==> src/rtl/issue_scb_pkg.sv <==
// Shared types, default latencies and the latency helper for the issue scoreboard.
package issue_scb_pkg;

    typedef enum logic [2:0] {
        NONE,
        RAW,
        BRANCH_EARLY,
        INTRA,
        WAW,
        BR_SERIAL
    } hazardCause_t;

    localparam int DEF_LOAD_LAT = 1;
    localparam int DEF_MUL_LAT  = 2;

    function automatic int lat_of(input logic load, input logic mul,
                                  input int loadLat = DEF_LOAD_LAT,
                                  input int mulLat  = DEF_MUL_LAT);
        if (load) return loadLat;
        if (mul)  return mulLat;
        return 0;
    endfunction

endpackage

==> src/rtl/scb_regfile.sv <==
// Per-register countdown counters and recently-written flags for the issue scoreboard.
// Register 0 is never written, so it always reads back as idle.
module scb_regfile
    import issue_scb_pkg::*;
#(
    parameter int LANES = 4,
    parameter int REGW  = 5,
    parameter int CNTW  = 2
) (
    input  logic                  clk,
    input  logic                  reset_n,
    input  logic                  freeze,
    input  logic [LANES*REGW-1:0] rsIdx,
    input  logic [LANES*REGW-1:0] rtIdx,
    input  logic [LANES*REGW-1:0] wregIdx,
    output logic [LANES*CNTW-1:0] rsCnt,
    output logic [LANES*CNTW-1:0] rtCnt,
    output logic [LANES*CNTW-1:0] wregCnt,
    output logic [LANES-1:0]      rsRec,
    output logic [LANES-1:0]      rtRec,
    input  logic [LANES-1:0]      updEn,
    input  logic [LANES*REGW-1:0] updIdx,
    input  logic [LANES*CNTW-1:0] updLat
);

    localparam int NREG = 2**REGW;

    logic [CNTW-1:0] cnt [NREG];
    logic            rec [NREG];

    always_comb begin
        for (int k = 0; k < LANES; k++) begin
            rsCnt[k*CNTW +: CNTW]   = cnt[rsIdx[k*REGW +: REGW]];
            rtCnt[k*CNTW +: CNTW]   = cnt[rtIdx[k*REGW +: REGW]];
            wregCnt[k*CNTW +: CNTW] = cnt[wregIdx[k*REGW +: REGW]];
            rsRec[k]                = rec[rsIdx[k*REGW +: REGW]];
            rtRec[k]                = rec[rtIdx[k*REGW +: REGW]];
        end
    end

    // Age everything first, then later lanes overwrite earlier ones so the youngest writer wins.
    always_ff @(posedge clk or negedge reset_n) begin
        if (!reset_n) begin
            for (int r = 0; r < NREG; r++) begin
                cnt[r] <= '0;
                rec[r] <= 1'b0;
            end
        end else if (!freeze) begin
            for (int r = 1; r < NREG; r++) begin
                cnt[r] <= (cnt[r] != '0) ? cnt[r] - CNTW'(1) : '0;
                rec[r] <= 1'b0;
            end
            for (int k = 0; k < LANES; k++) begin
                if (updEn[k] && updIdx[k*REGW +: REGW] != '0) begin
                    cnt[updIdx[k*REGW +: REGW]] <= updLat[k*CNTW +: CNTW];
                    rec[updIdx[k*REGW +: REGW]] <= 1'b1;
                end
            end
        end
    end

endmodule

==> src/rtl/issue_scoreboard.sv <==
// N-lane in-order issue scoreboard: RAW/WAW/branch hazards, prefix issue mask and stalls.
// Define ISSUE_SCB_PERF_EN to add saturating performance counters.
module issue_scoreboard
    import issue_scb_pkg::*;
#(
    parameter int LANES    = 4,
    parameter int REGW     = 5,
    parameter int LOAD_LAT = DEF_LOAD_LAT,
    parameter int MUL_LAT  = DEF_MUL_LAT,
    parameter int CNTW     = 2
) (
    input  logic                  clk,
    input  logic                  reset_n,
    input  logic                  hold_i,
    input  logic [LANES-1:0]      valid_i,
    input  logic [LANES*REGW-1:0] rs_i,
    input  logic [LANES*REGW-1:0] rt_i,
    input  logic [LANES*REGW-1:0] wreg_i,
    input  logic [LANES-1:0]      use_rs_i,
    input  logic [LANES-1:0]      use_rt_i,
    input  logic [LANES-1:0]      regwrite_i,
    input  logic [LANES-1:0]      load_i,
    input  logic [LANES-1:0]      mul_i,
    input  logic [LANES-1:0]      branch_i,
    output logic [LANES-1:0]      issue_o,
    output logic [LANES-1:0]      stall_i_o,
    output logic                  stall_all_o,
    output logic                  stall_f_o,
    output logic                  stall_d_o
`ifdef ISSUE_SCB_PERF_EN
    ,
    output logic [31:0]           perf_raw_o,
    output logic [31:0]           perf_br_o,
    output logic [31:0]           perf_hold_o,
    output logic [31:0]           perf_issued_o
`endif
);

    logic [REGW-1:0]       rs [LANES];
    logic [REGW-1:0]       rt [LANES];
    logic [REGW-1:0]       wreg [LANES];
    logic [CNTW-1:0]       ownLat [LANES];
    logic [LANES*CNTW-1:0] rsCnt, rtCnt, wregCnt, updLat;
    logic [LANES-1:0]      rsRec, rtRec, updEn;
    logic [LANES-1:0]      hzRaw, hzBrEarly, hzIntra, hzWaw, hzSerial, hz;
    hazardCause_t          cause [LANES];
    logic [LANES-1:0]      issue;

    always_comb begin
        for (int k = 0; k < LANES; k++) begin
            rs[k]     = rs_i[k*REGW +: REGW];
            rt[k]     = rt_i[k*REGW +: REGW];
            wreg[k]   = wreg_i[k*REGW +: REGW];
            ownLat[k] = CNTW'(lat_of(load_i[k], mul_i[k], LOAD_LAT, MUL_LAT));
            updLat[k*CNTW +: CNTW] = ownLat[k];
        end
    end

    assign updEn = issue & regwrite_i & ~(LANES'(0) | {LANES{1'b0}}) & wregNonZero();

    function automatic logic [LANES-1:0] wregNonZero();
        logic [LANES-1:0] nz;
        for (int k = 0; k < LANES; k++) nz[k] = (wreg_i[k*REGW +: REGW] != '0);
        return nz;
    endfunction

    scb_regfile #(
        .LANES (LANES),
        .REGW  (REGW),
        .CNTW  (CNTW)
    ) uRegfile (
        .clk     (clk),
        .reset_n (reset_n),
        .freeze  (hold_i),
        .rsIdx   (rs_i),
        .rtIdx   (rt_i),
        .wregIdx (wreg_i),
        .rsCnt   (rsCnt),
        .rtCnt   (rtCnt),
        .wregCnt (wregCnt),
        .rsRec   (rsRec),
        .rtRec   (rtRec),
        .updEn   (updEn),
        .updIdx  (wreg_i),
        .updLat  (updLat)
    );

    always_comb begin
        hzRaw     = '0;
        hzBrEarly = '0;
        hzIntra   = '0;
        hzWaw     = '0;
        hzSerial  = '0;
        for (int k = 0; k < LANES; k++) begin
            hzRaw[k] = (use_rs_i[k] && rsCnt[k*CNTW +: CNTW] != '0) ||
                       (use_rt_i[k] && rtCnt[k*CNTW +: CNTW] != '0);
            hzBrEarly[k] = branch_i[k] && ((use_rs_i[k] && rsRec[k]) || (use_rt_i[k] && rtRec[k]));
            // A shorter-latency write must not retire ahead of a pending longer one.
            hzWaw[k] = regwrite_i[k] && (wregCnt[k*CNTW +: CNTW] > ownLat[k]);
            for (int j = 0; j < k; j++) begin
                if (valid_i[j] && regwrite_i[j] && wreg[j] != '0 &&
                    ((use_rs_i[k] && wreg[j] == rs[k]) || (use_rt_i[k] && wreg[j] == rt[k])))
                    hzIntra[k] = 1'b1;
                if (branch_i[j])
                    hzSerial[k] = 1'b1;
            end
        end
    end

    always_comb begin
        for (int k = 0; k < LANES; k++) begin
            if (hzRaw[k])          cause[k] = RAW;
            else if (hzBrEarly[k]) cause[k] = BRANCH_EARLY;
            else if (hzIntra[k])   cause[k] = INTRA;
            else if (hzWaw[k])     cause[k] = WAW;
            else if (hzSerial[k])  cause[k] = BR_SERIAL;
            else                   cause[k] = NONE;
            hz[k] = (cause[k] != NONE);
        end
    end

    always_comb begin : issueChain
        logic prefix;
        prefix = reset_n & ~hold_i;
        issue  = '0;
        for (int k = 0; k < LANES; k++) begin
            issue[k] = prefix & valid_i[k] & ~hz[k];
            prefix   = issue[k];
        end
    end

    assign issue_o     = issue;
    assign stall_i_o   = valid_i & ~issue;
    assign stall_all_o = |stall_i_o;
    assign stall_f_o   = stall_all_o | hold_i;
    assign stall_d_o   = stall_f_o;

`ifdef ISSUE_SCB_PERF_EN
    logic        firstSerial;
    logic [32:0] issuedSum;

    always_comb begin : firstBlocked
        logic found;
        found       = 1'b0;
        firstSerial = 1'b0;
        for (int k = 0; k < LANES; k++) begin
            if (!found && valid_i[k] && !issue[k]) begin
                found       = 1'b1;
                firstSerial = hzSerial[k];
            end
        end
    end

    assign issuedSum = {1'b0, perf_issued_o} + 33'($countones(issue));

    always_ff @(posedge clk or negedge reset_n) begin
        if (!reset_n) begin
            perf_raw_o    <= '0;
            perf_br_o     <= '0;
            perf_hold_o   <= '0;
            perf_issued_o <= '0;
        end else begin
            if (valid_i[0] && (hzRaw[0] || hzIntra[0]) && perf_raw_o != '1)
                perf_raw_o <= perf_raw_o + 32'd1;
            if (((valid_i[0] && hzBrEarly[0]) || firstSerial) && perf_br_o != '1)
                perf_br_o <= perf_br_o + 32'd1;
            if (hold_i && perf_hold_o != '1)
                perf_hold_o <= perf_hold_o + 32'd1;
            perf_issued_o <= issuedSum[32] ? '1 : issuedSum[31:0];
        end
    end
`endif

endmodule

==> config.mk <==
export PLATFORM = sky130hd
export DESIGN_NAME = issue_scoreboard
export DESIGN_NICKNAME = d
export VERILOG_FILES = /design/src/rtl/issue_scb_pkg.sv /design/src/rtl/scb_regfile.sv /design/src/rtl/issue_scoreboard.sv
export SDC_FILE = /design/constraint.sdc
export NUM_CORES = 1
export LEC_CHECK = 0
export CORE_MARGIN = 4
export CORE_UTILIZATION = 45
export DETAILED_ROUTE_END_ITERATION = 10
export GPL_TIMING_DRIVEN = 0
export PLACE_DENSITY = 0.72
export REMOVE_ABC_BUFFERS = 1
export SLEW_MARGIN = 5
export SYNTH_ARGS = -nofsm -noshare
export SYNTH_HDL_FRONTEND = slang
export SYNTH_SLANG_ARGS = --single-unit
==> constraint.sdc <==
create_clock -name clk -period 9.25 [get_ports clk]
set_clock_uncertainty 0.15 [all_clocks]
set_input_delay 1.3875 -clock clk [delete_from_list [all_inputs] [get_ports clk]]
set_output_delay 1.3875 -clock clk [all_outputs]
set_load 0.05 [all_outputs]
## Word-level counts from Yosys, hierarchy flattened

Cells that the tools add are included.

- Flip-flop bits (word level): 96
- Bits in latches: 0
- RAM bits: 0
- Bits in read-only memories: 0
- Input bits: 91
- Memories kept: 0

- Add/sub/neg operators: 31
- Multiply operators: 0
- Div/mod/pow operators: 0
- Order comparisons: 20
- Equality and inequality tests: 12
- Shift operators: 0
- Multiplexer cells: 180
- Bitwise logic cells: 35
- Reduce and logical (&&, ||, !) cells: 118

Operator list:

| cell | count |
|---|---|
| two-way mux 64 bit | 7 |
| bitwise mux 64 bit | 4 |
| two-way mux 32 bit | 7 |
| two-way mux 2 bit | 71 |
| bitwise OR 32 bit | 4 |
| binary-select mux 2 bit (select 5 bit) | 12 |
| nonzero test 2 bit | 39 |
| >= comparator 6 bit, second input constant | 12 |
| inverter 5 -> 6 bit | 12 |
| subtractor 2 x 1 -> 2 bit, second input constant | 31 |
| == test 5 bit | 12 |
| logical AND 1 bit | 56 |
| two-way mux 3 bit | 18 |
| two-way mux 1 bit | 45 |
| binary-select mux 1 bit (select 5 bit) | 8 |
| demux 2 bit (select 5 bit) | 4 |
| less-than comparator 6 x 1 -> 1 bit, second input constant | 4 |
| demux 1 bit (select 5 bit) | 4 |
| nonzero test 5 bit | 4 |
| logical OR 1 bit | 14 |
| AND 4 bit | 3 |
| nonzero test 3 bit | 4 |
| AND 1 bit | 9 |
| > comparator 2 bit | 4 |
| 4 further kinds | 8 |

## Longest topological paths before layout

- Depth after elaboration: 31
- Depth in mapped cells: 20
- Depth with buffers taken out: 17

## Modules after synthesis

Synthesis repeated with hierarchy kept, for this count alone.

- Cells, all modules: 1854
- Area total of the unflattened synthesis: 17331.6 um^2

By module, submodules not included:

| module | times used | cells each | area each (um^2) | sequential area each (um^2) |
|---|---|---|---|---|
| scb_regfile | 1 | 1664 | 15956.6 | 2402.3 |
| issue_scoreboard | 1 | 190 | 1375.1 | 0.0 |

## Worst setup path after synthesis

No wires, ideal clock.

- Kind: input to output
- From: input port wreg_i[0]
- To: output port stall_f_o
- Arrival: 7368 ps
- Slack: 344 ps
- Stages on the path: 18
- Cells stage by stage: clkbuf_1 buf_1 buf_1 mux4_2 a221oi_1 nand3_1 ha_1 nor2b_1 o211ai_1 nand4_1 a2111o_1 o2bb2ai_2 or3_4 nor2_2 nor2b_1 nor2_1 or4b_1 buf_4

- Elaborated cells on any way between the ends: 63
- Those cells by class: order compare (1); eq/ne (6); mux (21); bitwise (15); reduce/logical (20)

RTL lines:

| element | line | text |
|---|---|---|
| start: declaration | issue_scoreboard.sv:18 | `input logic [LANES*REGW-1:0] wreg_i,` |
| inverter 5 -> 6 bit (not written as such) | scb_regfile.sv:35 | `wregCnt[k*CNTW +: CNTW] = cnt[wregIdx[k*REGW +: REGW]];` |
| binary-select mux 2 bit (select 5 bit) | scb_regfile.sv:35 |  |
| two-way mux 2 bit (not written as such) (2 in a row) | scb_regfile.sv:35 |  |
| > comparator 2 bit | issue_scoreboard.sv:99 | `hzWaw[k] = regwrite_i[k] && (wregCnt[k*CNTW +: CNTW] > ownLat[k]);` |
| logical AND 1 bit | issue_scoreboard.sv:99 |  |
| two-way mux 3 bit | issue_scoreboard.sv:115 | `else if (hzWaw[k]) cause[k] = WAW;` |
| two-way mux 3 bit | issue_scoreboard.sv:113 | `else if (hzBrEarly[k]) cause[k] = BRANCH_EARLY;` |
| two-way mux 3 bit | issue_scoreboard.sv:112 | `if (hzRaw[k]) cause[k] = RAW;` |
| (+2 left out) | -- |  |
| AND 1 bit (2 in a row) | issue_scoreboard.sv:127 | `issue[k] = prefix & valid_i[k] & ~hz[k];` |
| AND 1 bit * | issue_scoreboard.sv:127 |  |
| net issue_o[1] | issue_scoreboard.sv:25 | `output logic [LANES-1:0] issue_o,` |
| inverter 4 bit * | issue_scoreboard.sv:133 | `assign stall_i_o = valid_i & ~issue;` |
| AND 4 bit * | issue_scoreboard.sv:133 |  |
| net stall_i_o[1] | issue_scoreboard.sv:26 | `output logic [LANES-1:0] stall_i_o,` |
| OR reduction 4 bit * | issue_scoreboard.sv:134 | `assign stall_all_o = \|stall_i_o;` |
| bitwise OR 1 bit * | issue_scoreboard.sv:135 | `assign stall_f_o = stall_all_o \| hold_i;` |
| end: declaration | issue_scoreboard.sv:28 | `output logic stall_f_o,` |

Mark *: on every way through the listed nets, which the timed path passes. The rest lies on a longest branch. The select of a mux whose other input is x is not followed.

## Worst setup path in the final report

- From: input port wreg_i[17]
- To: register uRegfile.rec[25] (netlist name)

- Longest elaborated chain between the ends: 17
- Elaborated cells on any way between the ends: 24
- Those cells by class: order compare (3); mux (10); bitwise (6); reduce/logical (5)

RTL lines:

| element | line | text |
|---|---|---|
| inverter 5 -> 6 bit (not written as such) | scb_regfile.sv:35, scb_regfile.sv:56 |  |
| binary-select mux 2 bit (select 5 bit) | scb_regfile.sv:35 |  |
| two-way mux 2 bit (not written as such) (2 in a row) | scb_regfile.sv:35 |  |
| > comparator 2 bit | issue_scoreboard.sv:99 |  |
| logical AND 1 bit | issue_scoreboard.sv:99 |  |
| two-way mux 3 bit | issue_scoreboard.sv:115 |  |
| two-way mux 3 bit | issue_scoreboard.sv:114 | `else if (hzIntra[k]) cause[k] = INTRA;` |
| two-way mux 3 bit | issue_scoreboard.sv:113 |  |
| two-way mux 3 bit | issue_scoreboard.sv:112 |  |
| nonzero test 3 bit | issue_scoreboard.sv:118 | `hz[k] = (cause[k] != NONE);` |
| inverter 1 bit | issue_scoreboard.sv:127 |  |
| AND 1 bit | issue_scoreboard.sv:127 |  |
| AND 4 bit (2 in a row) | issue_scoreboard.sv:59 | `assign updEn = issue & regwrite_i & ~(LANES'(0) \| {LANES{1'b0}}) & wregNonZero();` |
| logical AND 1 bit | scb_regfile.sv:54 | `if (updEn[k] && updIdx[k*REGW +: REGW] != '0) begin` |
| two-way mux 32 bit * | scb_regfile.sv:54 |  |
| end signal: indexed assignment | scb_regfile.sv:46 | `rec[r] <= 1'b0;` |
| end signal: indexed assignment | scb_regfile.sv:51 | `rec[r] <= 1'b0;` |
| end signal: indexed assignment | scb_regfile.sv:56 | `rec[updIdx[k*REGW +: REGW]] <= 1'b1;` |
| end: declaration | scb_regfile.sv:29 | `logic rec [NREG];` |

Mark *: on every way between the ends. The rest lies on a longest branch, timed or not. The select of a mux whose other input is x is not followed.
A chain may end at the register's enable or synchronous reset.

==> flow_summary_export.csv <==
group,metric,value,unit
timing,finalMaxSlewViolations,0,
grt,grtUsageMet1,59.78,%
logic_synthesis,syn_area,0.01632,mm2
logic_synthesis,avgSynthCellArea,8.474,um2
floorplanning,ios,102,
cts,clockBufferDepth,2,
final_layout,diodes,0,
logic_synthesis,synth_flop_cell,"dfrtp_1",
floorplanning,fp.dieW,198.4,um
worst_setup_path,path_cells,"clkdlybuf4s50_1 -> nor2b_1 -> nor2b_1 -> a22oi_1 -> nand4_1 -> ha_1 -> nor2b_1 -> o211ai_1 -> nand4_1 -> or4_1 -> nor4_2 -> buf_4 -> buf_4 -> and2_1 -> nand4b_1 -> o211ai_1",
worst_setup_path,critPathLaunchType,"input pin",
worst_setup_path,worstSetupStartpoint,"wreg_i[17]",
grt,overflow,0,
worst_setup_path,max_stage_delay,1.21,ns
logic_synthesis,yosysTopAreaCell,"mux4_2",
worst_setup_path,cp_max_fo,16,
floorplanning,start_util,45.77,%
drt,finalWirelength,96.48,mm
logic_synthesis,synthCells,1926,
worst_setup_path,crit_family,"simple AND/OR/NAND/NOR gates",
worst_setup_path,arrival,9.41,ns
drt,route.detailed.drc,0,
power_and_ir_drop,irDropWorstVdd,0.08315,mV
grt,grt_max_degree,81,
grt,antenna_found_initial,4,
worst_hold_path,min-delay-start,"uRegfile.cnt[62]",
cts,hold_buffers,0,
grt,grt_busiest_layer,"met2",
worst_hold_path,min_path_type,"reg -> reg",
worst_setup_path,regToRegStartpoint,"uRegfile.cnt[5]",
worst_setup_path,reg2reg_setup_slack,1.52,ns
timing,slew_headroom,0.3073,%
timing,setup_violations,1,
job,maxCapViolCount,1,
drt,first_pass_iters,6,
timing,fin_ws,-0.08356,ns
floorplanning,die-area,0.03938,mm2
timing,finalCritPeriodShare,100.9,%
cts,cts_max_level,3,
timing,whs,0.4263,ns
drt,wl_per_cell,41.64,um
logic_synthesis,synth-async-reset-ratio,100.0,%
placed_design,dp_cells,2299,
timing,min_period,9.334,ns
drt,vias,19166,
placed_design,post_dp_cell_area,0.01740,mm2
floorplanning,rows,69,
drt,ant_nets,0,
final_layout,syn2layout_area_growth,8.556,%
logic_synthesis,synth_top_area_share,21.94,%
logic_synthesis,synth_area_leaders,"mux4_2 22%, dfrtp_1 15%, mux2i_1 4.5%, nand2_1 4.0%, clkbuf_1 3.3%",
logic_synthesis,ys_ff_latch,96,
power_and_ir_drop,powerDensity,105.6,mW/mm2
logic_synthesis,synth_cell_types,95,
cts,cts_buffers,9,
placed_design,finalWeightedCongestion,1.069,
timing,max_slew.worst_pin.slew,1.492,ns
timing,rsz0062_at_grt,"no",
worst_setup_path,cp-end-kind,"register",
logic_synthesis,ys_seq_area_share,14.72,%
worst_setup_path,cp_slowest_cell,"nand4b_1",
placed_design,hpwl,68.39,mm
grt,grt_pass1_wl,135.3,mm
final_layout,final_cell_mix,"174 x nand2_1, 159 x mux4_2, 118 x nor2_1",
final_layout,finalNonFillerCells,2317,
cts,clock-sinks,96,
run_status,status,"complete, but fails checks",
final_layout,drive_gt1_share,17.24,%
worst_setup_path,cpMostUsedCell,"nor2b_1",
floorplanning,die_h,198.4,um
grt,use_met3,16.77,%
drt,drt_iter0_markers,3498,
logic_synthesis,ys_warn_count,0,
cts,root_buffer,"clkbuf_16",
run_status,violations,"max-capacitance violations, negative setup slack",
grt,grt_pass1_vias,18143,
worst_setup_path,crit_type,"in -> reg",
timing,hold_viol,0,
worst_setup_path,critical_path_required,9.32,ns
drt,viasPerCell,8.272,
placed_design,numPortBuffers,101,
cts,cts_tree,"yes",
cts,clk_latency,0.38,ns
final_layout,final_common_cell,"nand2_1",
final_layout,fin_area,0.01772,mm2
logic_synthesis,synth-edff-count,0,
cts,clk_pin_slew,0.07,ns
final_layout,final_core_util,49.69,%
grt,met2_usage,67.77,%
worst_setup_path,cp.buffers_inverters,3,
grt,grt.total_usage,47.77,%
power_and_ir_drop,power_leakage,0.006376,uW
final_layout,final_nets,1951,
timing,fmax,107.1,MHz
floorplanning,core,0.03566,mm2
routing by layer:
layer | up-vias | routed length, um
met4 | 4 | 9692
met5 | - | 33
li1 | 7461 | -
met1 | 9214 | 32220
met2 | 1965 | 39080
met3 | 522 | 15440
cell type report:
cell class | count | area [um2]
multi-input combinational | 1574 | 12950
timing repair buffer | 127 | 1318
sequential | 96 | 2402
fill | 3452 | 17940
clock buffer | 11 | 242.7
inverter | 44 | 172.7
tap | 461 | 576.8
clock inverter | 4 | 55.05
logic make-up (layout without fill, tap and decap cells):
| logic type | Yosys count | in the layout | share of synthesized area (%) |
|---|---|---|---|
| buffers and inverters | 256 | 186 | 6.447 |
| adders and majority gates | 8 | 8 | 0.6133 |
| muxes | 267 | 267 | 29.03 |
| AOI/OAI and AO/OA | 460 | 460 | 20.11 |
| and+or+nand+nor | 779 | 779 | 25.86 |
| xor gates and xnor gates | 60 | 60 | 3.220 |
| DFF | 96 | 96 | 14.72 |
per-stage QoR:
step | setup slack (ns) | setup TNS, ns | total power [uW]
global route | 0.05463 | 0 | 1904
finish | -0.08356 | -0.08356 | 1871
detailed placement | -1.110 | -9.643 | 1405
global placement | -4.632 | -307.41 | 1387
floorplan | 0.8069 | 0 | 980.4
CTS | 0.001148 | 0 | 1812
registers in the layout, indices dropped and copies added, names as in the netlist:
signal and cells:
uRegfile.cnt 64, uRegfile.rec 32
report_power, final:
group | switching [uW] | internal (uW) | total (uW)
Combinational | 522 | 351 | 873
Clock | 200 | 218 | 418
Sequential | 129 | 452 | 580
Total | 851 | 1020 | 1870
Yosys cell counts, drive strengths merged (10+ instances only):
master and instances:
nand2 174, mux4 161, clkbuf 143, nor2 120
nand3 100, dfrtp 96, a21oi 81, mux2i 74
buf 69, o21ai 58, nor2b 56, nand4 54
nor3 53, o22ai 50, xor2 45, and3 43
inv 38, a22oi 34, mux2 32, nor4 26
or3 26, a31oi 25, a221oi 23, and2 22
o221ai 22, or4 22, nand3b 19, nor3b 16
o211ai 15, xnor2 15, a211oi 13, nand2b 12
o31ai 10
path summary, 6_finish.rpt:
kind / endpoint / cells after the start
max reg2reg: uRegfile.rec[25] / 14
max: uRegfile.rec[25] / 16
max in group asynchronous: uRegfile.rec[13] / 2
min reg2reg: uRegfile.cnt[62] / 0
min in group asynchronous: uRegfile.cnt[0] / 1
min: uRegfile.cnt[62] / 0
repair_timing:
item | 4_1_cts | 5_1_grt
resized for setup | 14 | 10
endpoints found under the setup margin | 13 | 3
cloned | 0 | 0
buffers inserted | 1 | 2
hold endpoints to repair | 0 | 0
pin swaps | 1 | 2
Note: power is estimated with default switching activity, not from simulation.
